$ cat src/rtl/hazard_tracker_n.sv
// hazard_tracker_n: in-order multi-lane issue hazard tracker.
// Tracks DEPTH stages of in-flight producers after ID, gates issue on
// load-use hazards and computes operand forwarding selects for stage 0.
module hazard_tracker_n #(
    parameter int LANES = 2,
    parameter int DEPTH = 3,
    parameter int CNT_W = 16,
    localparam int SEL_W = $clog2(1 + LANES * DEPTH)
) (
    input  logic                   clk,
    input  logic                   reset,
    input  logic [LANES-1:0]       id_valid,
    input  logic [LANES*5-1:0]     id_rs1,
    input  logic [LANES*5-1:0]     id_rs2,
    input  logic [LANES*5-1:0]     id_rd,
    input  logic [LANES-1:0]       id_wb,
    input  logic [LANES-1:0]       id_load,
    input  logic [LANES-1:0]       id_use_rs2,
    input  logic                   flush,
    output logic [LANES-1:0]       issue_mask,
    output logic                   stall,
    output logic [LANES-1:0]       ex_valid,
    output logic [LANES*SEL_W-1:0] fwd_rs1_sel,
    output logic [LANES*SEL_W-1:0] fwd_rs2_sel,
    output logic [CNT_W-1:0]       stall_cnt
);

    // Per-stage producer fields
    logic [LANES-1:0] st_valid [DEPTH];
    logic [LANES-1:0] st_wb    [DEPTH];
    logic [LANES-1:0] st_load  [DEPTH];
    logic [4:0]       st_rd    [DEPTH][LANES];

    // Stage-0 operand fields, needed only for forwarding
    logic [4:0]       s0_rs1   [LANES];
    logic [4:0]       s0_rs2   [LANES];
    logic [LANES-1:0] s0_use2;

    logic [LANES-1:0] blocked;
    logic             issue_ok;

    // A producer feeds an operand only if valid, writing, and not x0
    function automatic logic hit(input logic v, input logic wb,
                                 input logic [4:0] rd, input logic [4:0] idx);
        return v && wb && (rd != 5'd0) && (rd == idx);
    endfunction

    // Load-use detection against stage-0 loads and older loads in the ID group
    always_comb begin
        blocked = '0;
        for (int unsigned i = 0; i < LANES; i++) begin
            if (id_valid[i]) begin
                for (int unsigned j = 0; j < LANES; j++) begin
                    if (st_load[0][j] &&
                        (hit(st_valid[0][j], st_wb[0][j], st_rd[0][j], id_rs1[5*i +: 5]) ||
                         (id_use_rs2[i] &&
                          hit(st_valid[0][j], st_wb[0][j], st_rd[0][j], id_rs2[5*i +: 5]))))
                        blocked[i] = 1'b1;
                    if ((j < i) && id_load[j] &&
                        (hit(id_valid[j], id_wb[j], id_rd[5*j +: 5], id_rs1[5*i +: 5]) ||
                         (id_use_rs2[i] &&
                          hit(id_valid[j], id_wb[j], id_rd[5*j +: 5], id_rs2[5*i +: 5]))))
                        blocked[i] = 1'b1;
                end
            end
        end
    end

    // In-order acceptance: the first blocked lane shuts every later lane
    always_comb begin
        issue_mask = '0;
        issue_ok   = reset && !flush;
        for (int unsigned i = 0; i < LANES; i++) begin
            issue_ok      = issue_ok && !blocked[i];
            issue_mask[i] = issue_ok && id_valid[i];
        end
    end

    assign stall    = reset && !flush && (|(id_valid & ~issue_mask));
    assign ex_valid = st_valid[0];

    // Forwarding select: scan oldest to youngest so the youngest match is left
    always_comb begin
        fwd_rs1_sel = '0;
        fwd_rs2_sel = '0;
        for (int unsigned i = 0; i < LANES; i++) begin
            if (st_valid[0][i]) begin
                for (int unsigned t = 1; t < DEPTH; t++) begin
                    for (int unsigned j = 0; j < LANES; j++) begin
                        if (hit(st_valid[DEPTH-t][j], st_wb[DEPTH-t][j], st_rd[DEPTH-t][j], s0_rs1[i]))
                            fwd_rs1_sel[SEL_W*i +: SEL_W] = SEL_W'(1 + (DEPTH - t) * LANES + j);
                        if (s0_use2[i] &&
                            hit(st_valid[DEPTH-t][j], st_wb[DEPTH-t][j], st_rd[DEPTH-t][j], s0_rs2[i]))
                            fwd_rs2_sel[SEL_W*i +: SEL_W] = SEL_W'(1 + (DEPTH - t) * LANES + j);
                    end
                end
                for (int unsigned j = 0; j < LANES; j++) begin
                    if ((j < i) && hit(st_valid[0][j], st_wb[0][j], st_rd[0][j], s0_rs1[i]))
                        fwd_rs1_sel[SEL_W*i +: SEL_W] = SEL_W'(1 + j);
                    if ((j < i) && s0_use2[i] &&
                        hit(st_valid[0][j], st_wb[0][j], st_rd[0][j], s0_rs2[i]))
                        fwd_rs2_sel[SEL_W*i +: SEL_W] = SEL_W'(1 + j);
                end
            end
        end
    end

    // Pipeline advance: stage 0 takes issued lanes, later stages shift every cycle
    always_ff @(posedge clk or negedge reset) begin
        if (!reset) begin
            for (int unsigned s = 0; s < DEPTH; s++) begin
                st_valid[s] <= '0;
                st_wb[s]    <= '0;
                st_load[s]  <= '0;
                for (int unsigned j = 0; j < LANES; j++)
                    st_rd[s][j] <= '0;
            end
            for (int unsigned j = 0; j < LANES; j++) begin
                s0_rs1[j] <= '0;
                s0_rs2[j] <= '0;
            end
            s0_use2 <= '0;
        end else begin
            st_valid[0] <= issue_mask;
            st_wb[0]    <= id_wb;
            st_load[0]  <= id_load;
            s0_use2     <= id_use_rs2;
            for (int unsigned j = 0; j < LANES; j++) begin
                st_rd[0][j] <= id_rd[5*j +: 5];
                s0_rs1[j]   <= id_rs1[5*j +: 5];
                s0_rs2[j]   <= id_rs2[5*j +: 5];
            end
            for (int unsigned s = 1; s < DEPTH; s++) begin
                st_valid[s] <= st_valid[s-1];
                st_wb[s]    <= st_wb[s-1];
                st_load[s]  <= st_load[s-1];
                for (int unsigned j = 0; j < LANES; j++)
                    st_rd[s][j] <= st_rd[s-1][j];
            end
        end
    end

    // Saturating stall-cycle counter
    always_ff @(posedge clk or negedge reset) begin
        if (!reset)
            stall_cnt <= '0;
        else if (stall && (stall_cnt != '1))
            stall_cnt <= stall_cnt + CNT_W'(1);
    end

endmodule

$ cat config.mk
export PLATFORM = sky130hd
export DESIGN_NAME = hazard_tracker_n
export DESIGN_NICKNAME = d
export VERILOG_FILES = /design/src/rtl/hazard_tracker_n.sv
export SDC_FILE = /design/constraint.sdc
export NUM_CORES = 1
export LEC_CHECK = 0
export CELL_PAD_IN_SITES_DETAIL_PLACEMENT = 1
export CELL_PAD_IN_SITES_GLOBAL_PLACEMENT = 1
export CORE_MARGIN = 5
export CORE_UTILIZATION = 35
export DETAILED_ROUTE_END_ITERATION = 7
export PLACE_DENSITY_LB_ADDON = 0.2
export RECOVER_POWER = 25
export SYNTH_ARGS = -nofsm -noshare
export SYNTH_HDL_FRONTEND = slang
export SYNTH_SLANG_ARGS = --single-unit
export TNS_END_PERCENT = 30
$ cat constraint.sdc
create_clock -name clk -period 6.3 [get_ports clk]
set_clock_uncertainty 0.1 [all_clocks]
set_input_delay 0.63 -clock clk [delete_from_list [all_inputs] [get_ports clk]]
set_output_delay 0.63 -clock clk [all_outputs]
set_load 0.05 [all_outputs]
==> results_dict.tcl <==
set metrics [dict create \
    yosys_warnings 0 \
    seq_area_frac_synth_pct 44.8 \
    rsz0062_at_grt "false" \
    path_max_fanout 42 \
    synth_edf_count 0 \
    finalNonFillerCells 654 \
    worst_skew_pair.late_latency_ns 0.34 \
    post-route-min-period_ns 4.59 \
    p_leak_nw 2.15 \
    grt_start_max_net_pins 43 \
    worst_setup_path_start_kind "primary input" \
    syn2layout_area_growth_pct 23.2 \
    finalSetupViolations 0 \
    ys_ff_latch 82 \
    synthArstFlopShare_pct 100 \
    drive_gt1_share_pct 5.19 \
    synth_cell_types 44 \
    nets 519 \
    num_antenna_cells 0 \
    drt_first_pass_iters 4 \
    worst-setup-path-type "primary input to output port" \
    fill_cells 1430 \
    finalPower_mw 1.31 \
    drv_slew 43 \
    cp.arrival_ns 3.86 \
    synth_flop_cell "dfrtp_1" \
    die_area_um2 15500 \
    initial_core_util_pct 36.0 \
    slew_headroom_pct -48.1 \
    post-cts-setup-buffers 0 \
    cts_made_buffers 9 \
    drtAntennaViolNets 0 \
    ir_drop_mv 0.115 \
    wirelength_mm 12.9 \
    grt_pass1_wl_mm 20.9 \
    die_w_um 124 \
    io_buffers 73 \
    outcome "finished with violations" \
    finalSetupTns_ns 0 \
    p_per_area_nw_per_um2 233 \
    cp.required_ns 5.57 \
    holdWs_ns 0.279 \
    grt_pass1_vias 3748 \
    core_um2 12700 \
    dp_hpwl_mm 10.2 \
    drc 0 \
    violations "max-capacitance violations, max-slew violations" \
    num_rows 41 \
    drt-initial-drc-count 123 \
    cts_tree "yes" \
    holdBufCountCts 0 \
    clockBufferDepth 2 \
    grt_overflow_total 0 \
    fmax_mhz 218 \
    end_kind "output port" \
    post_cts_resized 0 \
    clkTransAtPathRegs_ns 0.06 \
    track_usage_pct 17.2 \
    place_congestion 0.837 \
    mostFrequentLayoutCells "xnor2_1, dfrtp_1, xor2_1, clkdlybuf4s50_1, nand3_1" \
    vias 3299 \
    clkSinkCount 82 \
    syn_area_um2 4580 \
    syn_inst 437 \
    hold_class "flop to flop" \
    cap_violations 1 \
    synthesis.nets 479 \
    io_pins 74 \
    syn_avg_cell_area_um2 10.5 \
    dp.cells 638 \
    die_h_um 124 \
    period_share_pct 72.9 \
    post_drt_wl_per_cell_um 19.7 \
    viasPerCell 5.04 \
    cts_max_level 3 \
    layout_commonest_cell "xnor2_1" \
    hold_viol 0 \
    antenna_found_initial 0 \
    cts_root_buffer "clkbuf_16" \
    tightestPinTransition_ns 2.22 \
]
cell families after synthesis:
group           after synthesis  share of synthesized area [%]
simple gates                117                           14.2
flops                        82                           44.8
buf+inv                      46                           4.53
xor+xnor                    155                           29.6
fa+ha+maj                     1                          0.273
mux                           1                          0.327
compound gates               35                           6.30
sequential cells by signal, summed over array words and instances (netlist names):
| name | cells |
|---|---|
| st_rd | 30 |
| stall_cnt | 16 |
| s0_rs1 | 10 |
| s0_rs2 | 10 |
| st_wb | 6 |
| st_valid | 4 |
| ex_valid | 2 |
| s0_use2 | 2 |
| st_load | 2 |
Yosys cell counts (7+ instances only):
master	count	area (µm²)
nand2_1	21	78.8
xnor2_1	83	727
nand3_1	22	110
clkbuf_1	27	101
nor4_1	14	87.6
nor2_1	10	37.5
xor2_1	72	631
a21oi_1	8	40.0
and3_1	8	50.1
nor3_1	9	45.0
buf_2	7	35.0
dfrtp_1	82	2050
nand4_1	18	113
area by class of cell:
cell class / instances / area [µm²] / area share, %
Sequential cell: 82 / 2050 / 36.3
Clock inverter: 4 / 73.8 / 1.31
Multi-Input combinational cell: 309 / 2320 / 41.2
Clock buffer: 12 / 246 / 4.36
Tap cell: 172 / 215 / 3.81
Inverter: 1 / 3.75 / 0.0665
Timing Repair Buffer: 74 / 732 / 13.0
worst max-delay path, cell delays in order:
cell	delay, ns
clkbuf_1	1.55
nor2b_1	0.47
o21ai_0	0.22
nor2b_1	0.16
clkdlybuf4s50_1	0.82
through the flow:
step	utilization (%)	cell area, µm²	worst slack [ns]
floorplan	-	4580	3.03
global placement	41.9	5330	2.40
detailed placement	41.9	5330	2.38
CTS	44.4	5650	2.32
global route	44.4	5650	1.25
finish	44.4	5650	1.71
worst paths after layout:
| check | startpoint | to | slack (ns) | cells past startpoint |
|---|---|---|---|---|
| setup reg to reg | st_rd[28] | stall_cnt[1] | 3.77 | 6 |
| min in group asynchronous | reset | st_rd[21] | 0.84 | 1 |
| max in group asynchronous | reset | st_rd[25] | 3.74 | 2 |
| setup / recovery | reset | stall | 1.71 | 5 |
| hold / removal | st_wb[5] | st_wb[3] | 0.28 | 0 |
| hold reg to reg | st_wb[5] | st_wb[3] | 0.28 | 0 |
per-layer routing:
metal	GRT usage [%]	routed length (µm)
met4	4.38	122
met5	0	0
met3	4.46	557
met1	21.1	5590
met2	30.0	6640
power breakdown:
group | internal (mW) | leakage [nW] | switching (mW)
registers | 0.549 | 1.00 | 0.0531
logic | 0.0810 | 0.991 | 0.0738
clock network | 0.359 | 0.157 | 0.199
total | 0.988 | 2.15 | 0.325
Note: power is estimated with default switching activity, not from simulation.
==> variant, RTL diff (same settings) <==
`CNT_W`: 16 -> 32.
--- a/src/rtl/hazard_tracker_n.sv
+++ b/src/rtl/hazard_tracker_n.sv
@@ -4,7 +4,7 @@
 module hazard_tracker_n #(
     parameter int LANES = 2,
     parameter int DEPTH = 3,
-    parameter int CNT_W = 16,
+    parameter int CNT_W = 32,
     localparam int SEL_W = $clog2(1 + LANES * DEPTH)
 ) (
     input  logic                   clk,
Interface: changed (resized stall_cnt); port bits go from 74 to 90. No check against the original RTL was run, so the function may have changed too.
==> variant against the original RTL <==
  * Sequential cell count is 16 higher
  * Critical path depth grew 2
  * Area after synthesis is 18% higher
  * Worst setup slack worse by 64 ps
  * Final area up 17%
  * Power up 16%
  * Routed wire length rose by 28%
  * Clock power down 8.8%
  * Highest routed layer is now met5
==> variant: results (changes against the original RTL) <==
| Metric | Value |
|---|---|
| CP Max Fanout | `33 (-21%)` |
| Hold slack | `148 ps (-131 ps)` |
| Worst r2r src | `st_rd[25]` |
| Place WS | `1900 ps (-475 ps)` |
| Status | `complete, no violations` |
| Worst slew pin tran | `845 ps (-1380 ps)` |
| Internal power | `1.06 mW (+7.2%)` |
| LEAKAGE | `2.48 nW (+15%)` |
| CP max stage delay | `870 ps (-680 ps)` |
| Worst path arrival time | `3930 ps (+70 ps)` |
| RePlAce Congestion | `0.847 (+1.1%)` |
| Port Buf Inserts | `89 (+22%)` |
| DRT met1 WL | `7040 um (+26%)` |
| Pin count of the biggest net entering global routing | `61 (+42%)` |
| Biggest regs | `stall_cnt (32), st_rd (30)` |
| CP Capture Point | `issue_mask[1]` |
| Routed len/inst | `21.2 um (+7.5%)` |
| Syn_nets | `575 (+20%)` |
| Fin cells | `779 (+19%)` |
| Met3 wire len | `712 um (+28%)` |
| VDD IR-drop max | `0.221 mV (+92%)` |
| Placed insts | `764 (+20%)` |
| CP max stage cell | `clkdlybuf4s50_1` |
| Overall Global Routing Usage | `0.188 (+0.0160)` |
| First-pass GRT wire length | `26300 um (+26%)` |
| Hold crit path type | `in2async` |
| Flop-to-flop setup slack | `3120 ps (-650 ps)` |
| FMAX | `215 MHz (-1.4%)` |
| Synth cell count leaders | `xnor2_1, dfrtp_1, xor2_1, clkbuf_1, nand3_1` |
| Nets | `629 (+21%)` |
| R2R cell count | `7 (+1)` |
| Total number of vias | `4130 (+25%)` |
| DRT Pass-1 Iters | `6 (+2)` |
| DP Area | `6360 um^2 (+19%)` |
-- variant: kinds of logic (layout without fill, tap and decap cells) --
| group | count (synthesis) | after routing | share of synthesized area |
|---|---|---|---|
| multiplexers | 1 | 1 | 0.00207 |
| AND/OR/NAND/NOR | 179 | 179 | 0.181 |
| AO/OA/AOI/OAI | 31 | 31 | 0.0472 |
| buffers and inverters | 53 | 111 | 0.0419 |
| adder cells (fa/ha/maj) | 1 | 1 | 0.00230 |
| XOR/XNOR | 170 | 170 | 0.274 |
| flip-flops | 98 | 98 | 0.452 |
-- variant: routing by layer --
layer | vias to the layer above | track usage
met1 | 2097 | 0.227
li1 | 1907 | -
met5 | - | 0
met2 | 100 | 0.333
met4 | 2 | 0.0469
met3 | 24 | 0.0518
-- variant: how the worst min path moves through the flow --
stage | startpoint | to | cells after the start
after floorplan | reset | ex_valid[0] | 0
after global placement | st_valid[3] | st_valid[1] | 0
after detailed placement | st_wb[5] | st_wb[3] | 0
after CTS | reset | s0_rs2[6] | 1
after global routing | reset | s0_rs2[6] | 1
final | reset | s0_rs2[6] | 1
-- variant: final cells by class --
type	instances	area (um^2)
flip-flops and latches	98	2450
multi-input cells	382	2750
fillers	1695	8580
inverters	5	18.8
repair buffers	91	903
well taps	188	235
clock inverters	4	28.8
clock buffers	11	233
-- variant: worst register-to-register path, stage by stage, from the launching register on --
cell,delay [ps]
dfrtp_1,560
or3_1,440
o311a_1,410
and3_4,240
a32oi_4,190
o2111ai_4,480
nand3_1,310
mux2_2,350
-- variant: power groups by stage --
stage               registers, mW  clock network, mW  logic (mW)
global placement            0.749                  0       0.274
global route                0.745              0.548       0.301
CTS                         0.738              0.523       0.284
finish                      0.737              0.508       0.279
detailed placement          0.749                  0       0.281
floorplan                   0.761                  0       0.148
